`src/rtl/fir_pkg.sv`:
```
// Shared definitions for the shaping filter pair (forward filter and its inverse):
// default sample width, priming length, settle-state encoding and a sign-extension helper.
package fir_pkg;

  // Default sample width used when a filter instance does not override it.
  localparam int NB_DATA_DEF = 8;

  // Extra headroom bits needed so the six-term sums cannot overflow.
  localparam int NB_GUARD = 3;

  // Extended width that holds full-precision filter sums.
  localparam int NB_EXT_DEF = NB_DATA_DEF + NB_GUARD;

  // Number of accepted samples needed before every history tap holds real data.
  localparam int FILL_LEN = 3;

  // Settle state: FILL while history is being primed, RUN once fully primed.
  typedef enum logic {
    FILL = 1'b0,
    RUN  = 1'b1
  } state_t;

  // Sign-extends a default-width sample to the extended arithmetic width.
  function automatic logic signed [NB_EXT_DEF-1:0] sxt(input logic [NB_DATA_DEF-1:0] v);
    return {{NB_GUARD{v[NB_DATA_DEF-1]}}, v};
  endfunction

endpackage

```
`src/rtl/fir_delay_line.sv`:
```
// Enable-gated tapped shift register. Tap 0 (lowest bits of o_taps) is the most
// recently shifted-in sample, tap DEPTH-1 the oldest. Reset and flush both clear it.
module fir_delay_line
  import fir_pkg::*;
#(
  parameter int NB_DATA = NB_DATA_DEF,
  parameter int DEPTH   = 2
) (
  input  logic                     i_clk,
  input  logic                     i_rst,
  input  logic                     i_flush,
  input  logic                     i_en,
  input  logic [NB_DATA-1:0]       i_data,
  output logic [DEPTH*NB_DATA-1:0] o_taps
);

  // Shift a new sample in only when enabled, so idle gaps leave history untouched.
  always_ff @(posedge i_clk) begin
    if (i_rst || i_flush) begin
      o_taps <= '0;
    end else if (i_en) begin
      o_taps <= {o_taps[(DEPTH-1)*NB_DATA-1:0], i_data};
    end
  end

endmodule

```
`src/rtl/fir_inv.sv`:
```
// Inverse of the forward shaping filter: recovers x[n] from y[n] by evaluating
//   x0 = y0 - (y1>>>1) - (y2>>>2) + x1 - x2 - x3
// in extended precision, wrapping the result back to NB_DATA bits. The wrapped value
// is fed back into the x history, which keeps the inversion exact even when the
// forward filter itself wrapped. Output is registered with one cycle of latency.
module fir_inv
  import fir_pkg::*;
#(
  parameter int NB_DATA = NB_DATA_DEF,
  parameter int NB_CNT  = 16
) (
  input  logic               i_clk,
  input  logic               i_rst,
  input  logic               i_flush,
  input  logic               i_valid,
  input  logic [NB_DATA-1:0] i_data,
  output logic               o_valid,
  output logic [NB_DATA-1:0] o_data,
  output logic               o_wrap,
  output logic               o_settled,
  output logic [NB_CNT-1:0]  o_count
);

  localparam int NB_EXT = NB_DATA + NB_GUARD;

  logic                      accept;
  logic [2*NB_DATA-1:0]      y_taps;
  logic [3*NB_DATA-1:0]      x_taps;
  logic [NB_DATA-1:0]        y1;
  logic [NB_DATA-1:0]        y2;
  logic [NB_DATA-1:0]        x1;
  logic [NB_DATA-1:0]        x2;
  logic [NB_DATA-1:0]        x3;
  logic signed [NB_EXT-1:0]  in_e;
  logic signed [NB_EXT-1:0]  y1_e;
  logic signed [NB_EXT-1:0]  y2_e;
  logic signed [NB_EXT-1:0]  x1_e;
  logic signed [NB_EXT-1:0]  x2_e;
  logic signed [NB_EXT-1:0]  x3_e;
  logic signed [NB_EXT-1:0]  x0_full;
  logic [NB_DATA-1:0]        x0;
  logic                      wrap_now;
  logic [NB_GUARD:0]         top_bits;
  state_t                    state;
  state_t                    state_next;
  logic [1:0]                fill_cnt;

  // A flush drops the sample offered in the same cycle.
  assign accept = i_valid && !i_flush;

  // Two past inputs y[n-1], y[n-2].
  fir_delay_line #(
    .NB_DATA (NB_DATA),
    .DEPTH   (2)
  ) u_y_hist (
    .i_clk   (i_clk),
    .i_rst   (i_rst),
    .i_flush (i_flush),
    .i_en    (accept),
    .i_data  (i_data),
    .o_taps  (y_taps)
  );

  // Three past wrapped reconstructions x[n-1], x[n-2], x[n-3].
  fir_delay_line #(
    .NB_DATA (NB_DATA),
    .DEPTH   (3)
  ) u_x_hist (
    .i_clk   (i_clk),
    .i_rst   (i_rst),
    .i_flush (i_flush),
    .i_en    (accept),
    .i_data  (x0),
    .o_taps  (x_taps)
  );

  assign y1 = y_taps[0*NB_DATA +: NB_DATA];
  assign y2 = y_taps[1*NB_DATA +: NB_DATA];
  assign x1 = x_taps[0*NB_DATA +: NB_DATA];
  assign x2 = x_taps[1*NB_DATA +: NB_DATA];
  assign x3 = x_taps[2*NB_DATA +: NB_DATA];

  // Sign-extend every operand so the six-term sum cannot overflow before wrapping.
  always_comb begin
    in_e = {{NB_GUARD{i_data[NB_DATA-1]}}, i_data};
    y1_e = {{NB_GUARD{y1[NB_DATA-1]}}, y1};
    y2_e = {{NB_GUARD{y2[NB_DATA-1]}}, y2};
    x1_e = {{NB_GUARD{x1[NB_DATA-1]}}, x1};
    x2_e = {{NB_GUARD{x2[NB_DATA-1]}}, x2};
    x3_e = {{NB_GUARD{x3[NB_DATA-1]}}, x3};
  end

  // Full-precision reconstruction, its modular wrap, and out-of-range detection.
  always_comb begin
    x0_full  = in_e - (y1_e >>> 1) - (y2_e >>> 2) + x1_e - x2_e - x3_e;
    x0       = x0_full[NB_DATA-1:0];
    top_bits = x0_full[NB_EXT-1:NB_DATA-1];
    wrap_now = !((&top_bits) || !(|top_bits));
  end

  // Registered output: valid pulse, data and wrap flag one cycle after acceptance.
  always_ff @(posedge i_clk) begin
    if (i_rst) begin
      o_valid <= 1'b0;
      o_data  <= '0;
      o_wrap  <= 1'b0;
    end else if (i_flush) begin
      o_valid <= 1'b0;
      o_wrap  <= 1'b0;
    end else begin
      o_valid <= i_valid;
      o_wrap  <= i_valid && wrap_now;
      if (i_valid) begin
        o_data <= x0;
      end
    end
  end

  // Saturating count of accepted samples since the last reset or flush.
  always_ff @(posedge i_clk) begin
    if (i_rst || i_flush) begin
      o_count <= '0;
    end else if (accept && (o_count != {NB_CNT{1'b1}})) begin
      o_count <= o_count + NB_CNT'(1);
    end
  end

  // Samples accepted while priming, used to decide when history is fully populated.
  always_ff @(posedge i_clk) begin
    if (i_rst || i_flush) begin
      fill_cnt <= '0;
    end else if ((state == FILL) && accept) begin
      fill_cnt <= fill_cnt + 2'd1;
    end
  end

  // Settle state register.
  always_ff @(posedge i_clk) begin
    if (i_rst) begin
      state <= FILL;
    end else begin
      state <= state_next;
    end
  end

  // Move to RUN on the last priming sample; only a flush returns to FILL.
  always_comb begin
    state_next = state;
    o_settled  = 1'b0;
    case (state)
      FILL: begin
        if (accept && (fill_cnt == 2'(FILL_LEN - 1))) begin
          state_next = RUN;
        end
      end
      RUN: begin
        o_settled = 1'b1;
      end
      default: begin
        state_next = FILL;
      end
    endcase
    if (i_flush) begin
      state_next = FILL;
    end
  end

endmodule

```
`config.mk`:
```
export PLATFORM = sky130hd
export DESIGN_NAME = fir_inv
export DESIGN_NICKNAME = d
export VERILOG_FILES = /design/src/rtl/fir_pkg.sv /design/src/rtl/fir_delay_line.sv /design/src/rtl/fir_inv.sv
export SDC_FILE = /design/constraint.sdc
export NUM_CORES = 1
export LEC_CHECK = 0
export ABC_AREA = 1
export BUFFER_PORTS_ARGS = -buffer_cell sky130_fd_sc_hd__buf_2
export CORE_MARGIN = 1.5
export CORE_UTILIZATION = 35
export DETAILED_ROUTE_END_ITERATION = 6
export PLACE_DENSITY_LB_ADDON = 0.05
export SLEW_MARGIN = 20
export SYNTH_ARGS = -nofsm -noshare
export SYNTH_HDL_FRONTEND = slang
export SYNTH_SLANG_ARGS = --single-unit
```
`constraint.sdc`:
```
create_clock -name i_clk -period 4.3 [get_ports i_clk]
set_clock_uncertainty 0.1 [all_clocks]
set_input_delay 0.215 -clock i_clk [delete_from_list [all_inputs] [get_ports i_clk]]
set_output_delay 0.215 -clock i_clk [all_outputs]
set_load 0.05 [all_outputs]
```
==> results_dict.tcl, run 1 <==
set metrics [dict create \
    run_status "finished clean" \
    design_area_um2 4750 \
    max_freq_mhz 278 \
    drc 0 \
    p_per_area_nw_per_um2 545 \
    via_count 3385 \
    max-slew-margin-rel_pct 44.5 \
    drv_slew 0 \
    ys.flop_type "dfxtp_1" \
    antenna_found_initial 0 \
    drtIter0Drc 154 \
    port_buffers 38 \
    ant_nets 0 \
    yosysSeqAreaShare_pct 32.1 \
    wl_per_cell_um 13.5 \
    synth_top_cells_by_count "nand2_1 (112), inv_1 (111), a21oi_1 (67)" \
    coreArea_um2 11500 \
    die_x_um 111 \
    grtUsageMet2_pct 29.8 \
    start_kind "register" \
    grt_max_degree 27 \
    place_congestion 0.854 \
    worstSkewPairLatency_ns 0.34 \
    power.leakage_nw 2.15 \
    synth_nets 601 \
    cts_buffer_depth 2 \
    criticalPathCategory "reg -> reg" \
    worst_slew_pin_slew_ns 0.832 \
    post-route-util_pct 41.4 \
    num_rows 39 \
    max_cap_violations 0 \
    avgSynthCellArea_um2 7.63 \
    die_y_um 111 \
    worstSetupEndpointType "register" \
    ir_drop_uv 262 \
    synth_enable_flop_cells 0 \
    synth_top_area_share_pct 32.1 \
    cts_hold_buffers 0 \
    cp.required_ns 4.41 \
    cts_sinks 66 \
    critPathMaxFanout 2 \
    ys_async_sr_fraction_pct 0 \
    hpwl_mm 7.08 \
    ctsResizeCount 0 \
    start_util_pct 35.9 \
    fin_crit_sh_pct 83.7 \
    cts_tree "yes" \
    synthesis.instances 540 \
    setup_viol 0 \
    finalHoldViolCount 0 \
    yosys-top-cells-area "dfxtp_1 (32%), fa_1 (17%), nand2_1 (10%)" \
    rsz0062_at_grt "false" \
    grt.total_usage_pct 17.3 \
    finalNetCount 637 \
    grt_pass1_wl_mm 16.9 \
    clk_pin_slew_ns 0.05 \
    post_cts_buffers 0 \
    synth_warnings 0 \
    drt_pass1_iterations 4 \
    grt_pass1_vias 3442 \
    n_antenna_cell 0 \
    cp.arrival_ns 3.72 \
    synth-seq-cells 66 \
    met3_usage_pct 2.89 \
    use_met1_pct 21.4 \
    synth_top_area_cell "dfxtp_1" \
    area_growth_syn_to_layout_pct 15.4 \
    placed_area_um2 4430 \
    fill_cells 1201 \
    htreeDepth 3 \
    synth.distinct_cells 29 \
    overflow 0 \
    hold_class "in -> reg" \
    setup_tns_ns 0 \
    layout-drive-gt1-share_pct 11.4 \
    ioPinCount 39 \
    fin_crit_ns 3.60 \
    avgViaCountPerCell 4.68 \
    post-synth-top-count-cell "nand2_1" \
    grt-busiest-layer "met2" \
    syn_area_um2 4120 \
    dieArea_um2 12400 \
    wl_mm 9.76 \
    cts_inserted_buffers 9 \
    root_buffer "clkbuf_16" \
]
[final cells by class]
| cell class | instances | area, µm² | share of cell area, % |
|---|---|---|---|
| clock buffers | 13 | 260 | 5.48 |
| clock inverters | 2 | 60.1 | 1.26 |
| inverters | 113 | 427 | 8.98 |
| multi-input cells | 344 | 2280 | 48.1 |
| flip-flops and latches | 66 | 1320 | 27.8 |
| well taps | 143 | 179 | 3.77 |
| repair buffers | 42 | 220 | 4.63 |
[per-layer routing]
layer / vias up / part of all wire, %
li1: 1736 / -
met5: - / 0
met1: 1594 / 48
met2: 42 / 48
met3: 13 / 2.8
met4: 0 / 2.0
[critical path, stage by stage (launching register included)]
cell	delay, ns
dfxtp_1	0.33
inv_1	0.08
fa_1	0.51
inv_1	0.05
fa_1	0.49
inv_1	0.07
fa_1	0.53
fa_1	0.45
inv_1	0.12
nand2_1	0.08
nand2_1	0.10
nand2_1	0.08
o21ai_0	0.20
a21oi_1	0.08
o21ai_0	0.12
a21oi_1	0.10
[layout by cell type (no fill, tap or decap)]
cell	instances
fa_1	34
dfxtp_1	66
buf_2	38
nand2_4	1
nor3_4	1
clkbuf_16	9
bufinv_16	2
inv_2	1
clkbuf_8	2
nor3_1	2
nand2_1	112
nand4_2	1
nor3_2	1
xnor2_1	8
nor2_4	2
a21oi_1	67
or2_2	1
nor2_2	1
buf_4	4
nor2_1	25
xor2_1	7
ha_1	15
nand3_1	21
inv_4	1
clkbuf_1	2
nand4_1	5
nand2_2	1
nand3b_1	1
o21ai_0	38
inv_1	111
[through the flow]
step                setup WS (ns)  power, mW  hold slack, ns  std cells
finish                      0.699       2.59          0.0568        723
global route                0.442       2.83          0.0911        723
CTS                         0.666       2.63          0.0513        723
detailed placement          0.677       1.80           0.355        708
global placement            0.702       1.80           0.352        708
floorplan                   0.968       1.56           0.297        540
[power by group]
part / leakage, nW / total [mW] / internal, mW / switching, mW
clock network: 0.156 / 0.807 / 0.536 / 0.271
registers: 0.537 / 0.680 / 0.655 / 0.0248
logic: 1.46 / 1.10 / 0.381 / 0.722
[path summary, 6_finish.rpt]
check / slack, ns / from / cells past startpoint / end
setup / recovery: 0.70 / u_x_hist.o_taps[1] / 15 / o_data[6]
hold / removal: 0.06 / i_data[1] / 3 / u_y_hist.o_taps[1]
setup reg to reg: 0.70 / u_x_hist.o_taps[1] / 15 / o_data[6]
hold reg to reg: 0.36 / o_data[1] / 2 / o_data[1]
[flip-flops by register name, summed over array words and instances, names as in the netlist]
| signal | flops |
|---|---|
| u_y_hist.o_taps | 13 |
| o_wrap | 1 |
| o_data | 8 |
| fill_cnt | 2 |
| u_x_hist.o_taps | 24 |
| o_valid | 1 |
| o_count | 16 |
| state | 1 |
[cell families after synthesis]
| kind of cell | Yosys count | share of synthesized area, % |
|---|---|---|
| and+or+nand+nor | 175 | 18.4 |
| buffers and inverters | 130 | 12.5 |
| AOI/OAI and AO/OA | 105 | 12.8 |
| DFF | 66 | 32.1 |
| adders and majority gates | 49 | 21.1 |
| xor gates and xnor gates | 15 | 3.19 |
No activity file was read; power rests on OpenSTA's default activity.
==> inputs of run 2 (changes only) <==
==> constraint.sdc (replaced) <==
create_clock -name i_clk -period 3.2 [get_ports i_clk]
set_clock_uncertainty 0.1 [all_clocks]
set_input_delay 0.16 -clock i_clk [delete_from_list [all_inputs] [get_ports i_clk]]
set_output_delay 0.16 -clock i_clk [all_outputs]
set_load 0.05 [all_outputs]
==> run 2 against run 1 <==
The flow now finishes with violations (setup timing). Non-clock buffer count up 34. Design area up 13%. Utilization rose by 5.2 points. Die area stayed put. Via count up 5.5%. Critical path depth rose by 1. Clock power increased by 22%. Worst setup slack worse by 0.80 ns. Total power increased by 68%. Sequential share of layout area fell by 2.8 points. Critical endpoint is now o_wrap. Largest cell class unchanged.
==> results_dict.tcl, run 2 (synthesis results as in run 1) <==
set metrics [dict create \
    switching_share_pct 40.8 \
    final_cell_mix "inv_1 (92), nand2_1 (87), a21oi_1 (57)" \
    coreArea_um2 11500 \
    grt.total_usage_pct 17.3 \
    cp.arrival_ns 3.47 \
    critPathMaxFanout 4 \
    num_rows 39 \
    max_freq_mhz 303 \
    wl_per_cell_um 13.2 \
    die_y_um 111 \
    overflow 0 \
    final_common_cell "inv_1" \
    cts_sinks 66 \
    ant_nets 0 \
    finalHoldViolCount 0 \
    cts_tree "yes" \
    regMostFlops "u_x_hist.o_taps" \
    start_util_pct 35.9 \
    p_comb_share_pct 56.3 \
    crit_buf_inv 4 \
    dp.cells 736 \
    criticalPathCategory "reg -> reg" \
    pwr-share-clk_pct 22.6 \
    seqPwrFrac_pct 21.1 \
    rsz0062_at_grt "true" \
    area_growth_syn_to_layout_pct 30.0 \
    cts_inserted_buffers 9 \
    cts_hold_buffers 0 \
    crit_slowest_cell "fa_1" \
    setup_viol 9 \
    cpMostUsedCell "inv_2" \
    avgViaCountPerCell 4.72 \
    hold_class "in -> reg" \
    reg_top3 "u_x_hist.o_taps x24, o_count x16, u_y_hist.o_taps x13" \
    fin_crit_sh_pct 103 \
    drv_slew 0 \
    run_status "finished, violations left" \
    dieArea_um2 12400 \
    fin_crit_ns 3.30 \
    cpPeakStageDelay_ns 0.57 \
    ioPinCount 39 \
    grt_pass1_vias 3541 \
    max-slew-margin-rel_pct 63.0 \
    clk_pin_slew_ns 0.05 \
    power.leakage_nw 2.36 \
    post-route-util_pct 46.7 \
    port_buffers 38 \
    via_count 3570 \
    htreeDepth 3 \
    root_buffer "clkbuf_16" \
    violations "setup timing" \
    worst_slew_pin_slew_ns 0.554 \
    grt_pass1_wl_mm 17.0 \
    grt_max_degree 35 \
    worstSetupEndpointType "register" \
    max_cap_violations 0 \
    antenna_found_initial 0 \
    path_delay_family "adder cells" \
    largest_reg_flops 24 \
    place_congestion 0.840 \
    drc 0 \
    cp.required_ns 3.37 \
    drt_pass1_iterations 4 \
    start_kind "register" \
    layout-drive-gt1-share_pct 31.9 \
    drtIter0Drc 206 \
    cp_cell_sequence "inv_2, fa_1, inv_2, fa_1, inv_2, fa_1, inv_2, ha_4, nand2_4, nor2_4, nand2_1, nand4_1, nand2_1, nand3_1, nand2_1, nor2_1" \
    worstSkewPairLatency_ns 0.34 \
    die_x_um 111 \
    p_int_mw 2.58 \
    n_antenna_cell 0 \
    wl_mm 9.96 \
    p_per_area_nw_per_um2 813 \
    cts_buffer_depth 2 \
    fin_cells 757 \
    ir_drop_uv 391 \
    switching_power_mw 1.78 \
    finalNetCount 671 \
    hpwl_mm 7.05 \
    setup_slack_ns -0.0975 \
]
## run 2: cell type report
| type | instances | area, µm² |
|---|---|---|
| Fill cell | 1139 | 6110 |
| Clock buffer | 12 | 246 |
| Timing Repair Buffer | 76 | 487 |
| Multi-Input combinational cell | 344 | 2640 |
| Inverter | 113 | 429 |
| Clock inverter | 3 | 40.0 |
| Sequential cell | 66 | 1340 |
| Tap cell | 143 | 179 |
## run 2: worst register-to-register path: stages, from the launching register on
cell and delay (ns):
dfxtp_2 0.33, inv_2 0.05, fa_1 0.54, inv_2 0.05
fa_1 0.57, inv_2 0.04, fa_1 0.50, inv_2 0.05
ha_4 0.31, nand2_4 0.07, nor2_4 0.10, nand2_1 0.11
nand4_1 0.13, nand2_1 0.06, nand3_1 0.07, nand2_1 0.05
nor2_1 0.10
## run 2: routing by layer
layer	part of all wire, %	wire (µm)	track usage (%)	vias up
met1	49	4920	23.0	1685
met4	1.9	188	8.02	0
met5	0	0	0	-
li1	-	-	-	1809
met2	45	4430	27.1	64
met3	4.2	419	3.54	12
## run 2: what timing repair did
| action | 4_1_cts | 5_1_grt |
|---|---|---|
| gates resized for setup | 71 | 36 |
| setup buffers | 4 | 2 |
| pin swaps | 57 | 48 |
| setup endpoints to repair | 11 | 13 |
## run 2: metrics by stage
| step | area, µm² | hold slack, ns | power [mW] | TNS [ns] | setup WS (ns) |
|---|---|---|---|---|---|
| floorplan | 4170 | 0.242 | 2.16 | -0.0191 | -0.0191 |
| global placement | 4690 | 0.352 | 2.65 | -1.94 | -0.337 |
| detailed placement | 4690 | 0.357 | 2.65 | -2.00 | -0.305 |
| CTS | 5250 | 0.0217 | 4.17 | -0.795 | -0.106 |
| global route | 5350 | 0.0499 | 4.71 | -2.08 | -0.273 |
| finish | 5350 | 0.0238 | 4.35 | -0.387 | -0.0975 |
## run 2: power by group through the flow
| stage | Sequential, mW | Clock, mW | Combinational [mW] |
|---|---|---|---|
| floorplan | 1.03 | 0 | 1.13 |
| global placement | 0.931 | 0 | 1.71 |
| detailed placement | 0.931 | 0 | 1.72 |
| CTS | 0.916 | 1.01 | 2.24 |
| global route | 0.923 | 1.04 | 2.75 |
| finish | 0.918 | 0.982 | 2.45 |
## run 2: path summary, 6_finish.rpt
| path | startpoint | to | slack [ns] | cells after the start |
|---|---|---|---|---|
| max | u_x_hist.o_taps[7] | o_wrap | -0.1 | 16 |
| min | i_data[7] | u_y_hist.o_taps[7] | 0.02 | 3 |
| max reg2reg | u_x_hist.o_taps[7] | o_wrap | -0.1 | 16 |
| min reg2reg | o_data[0] | o_data[0] | 0.37 | 2 |
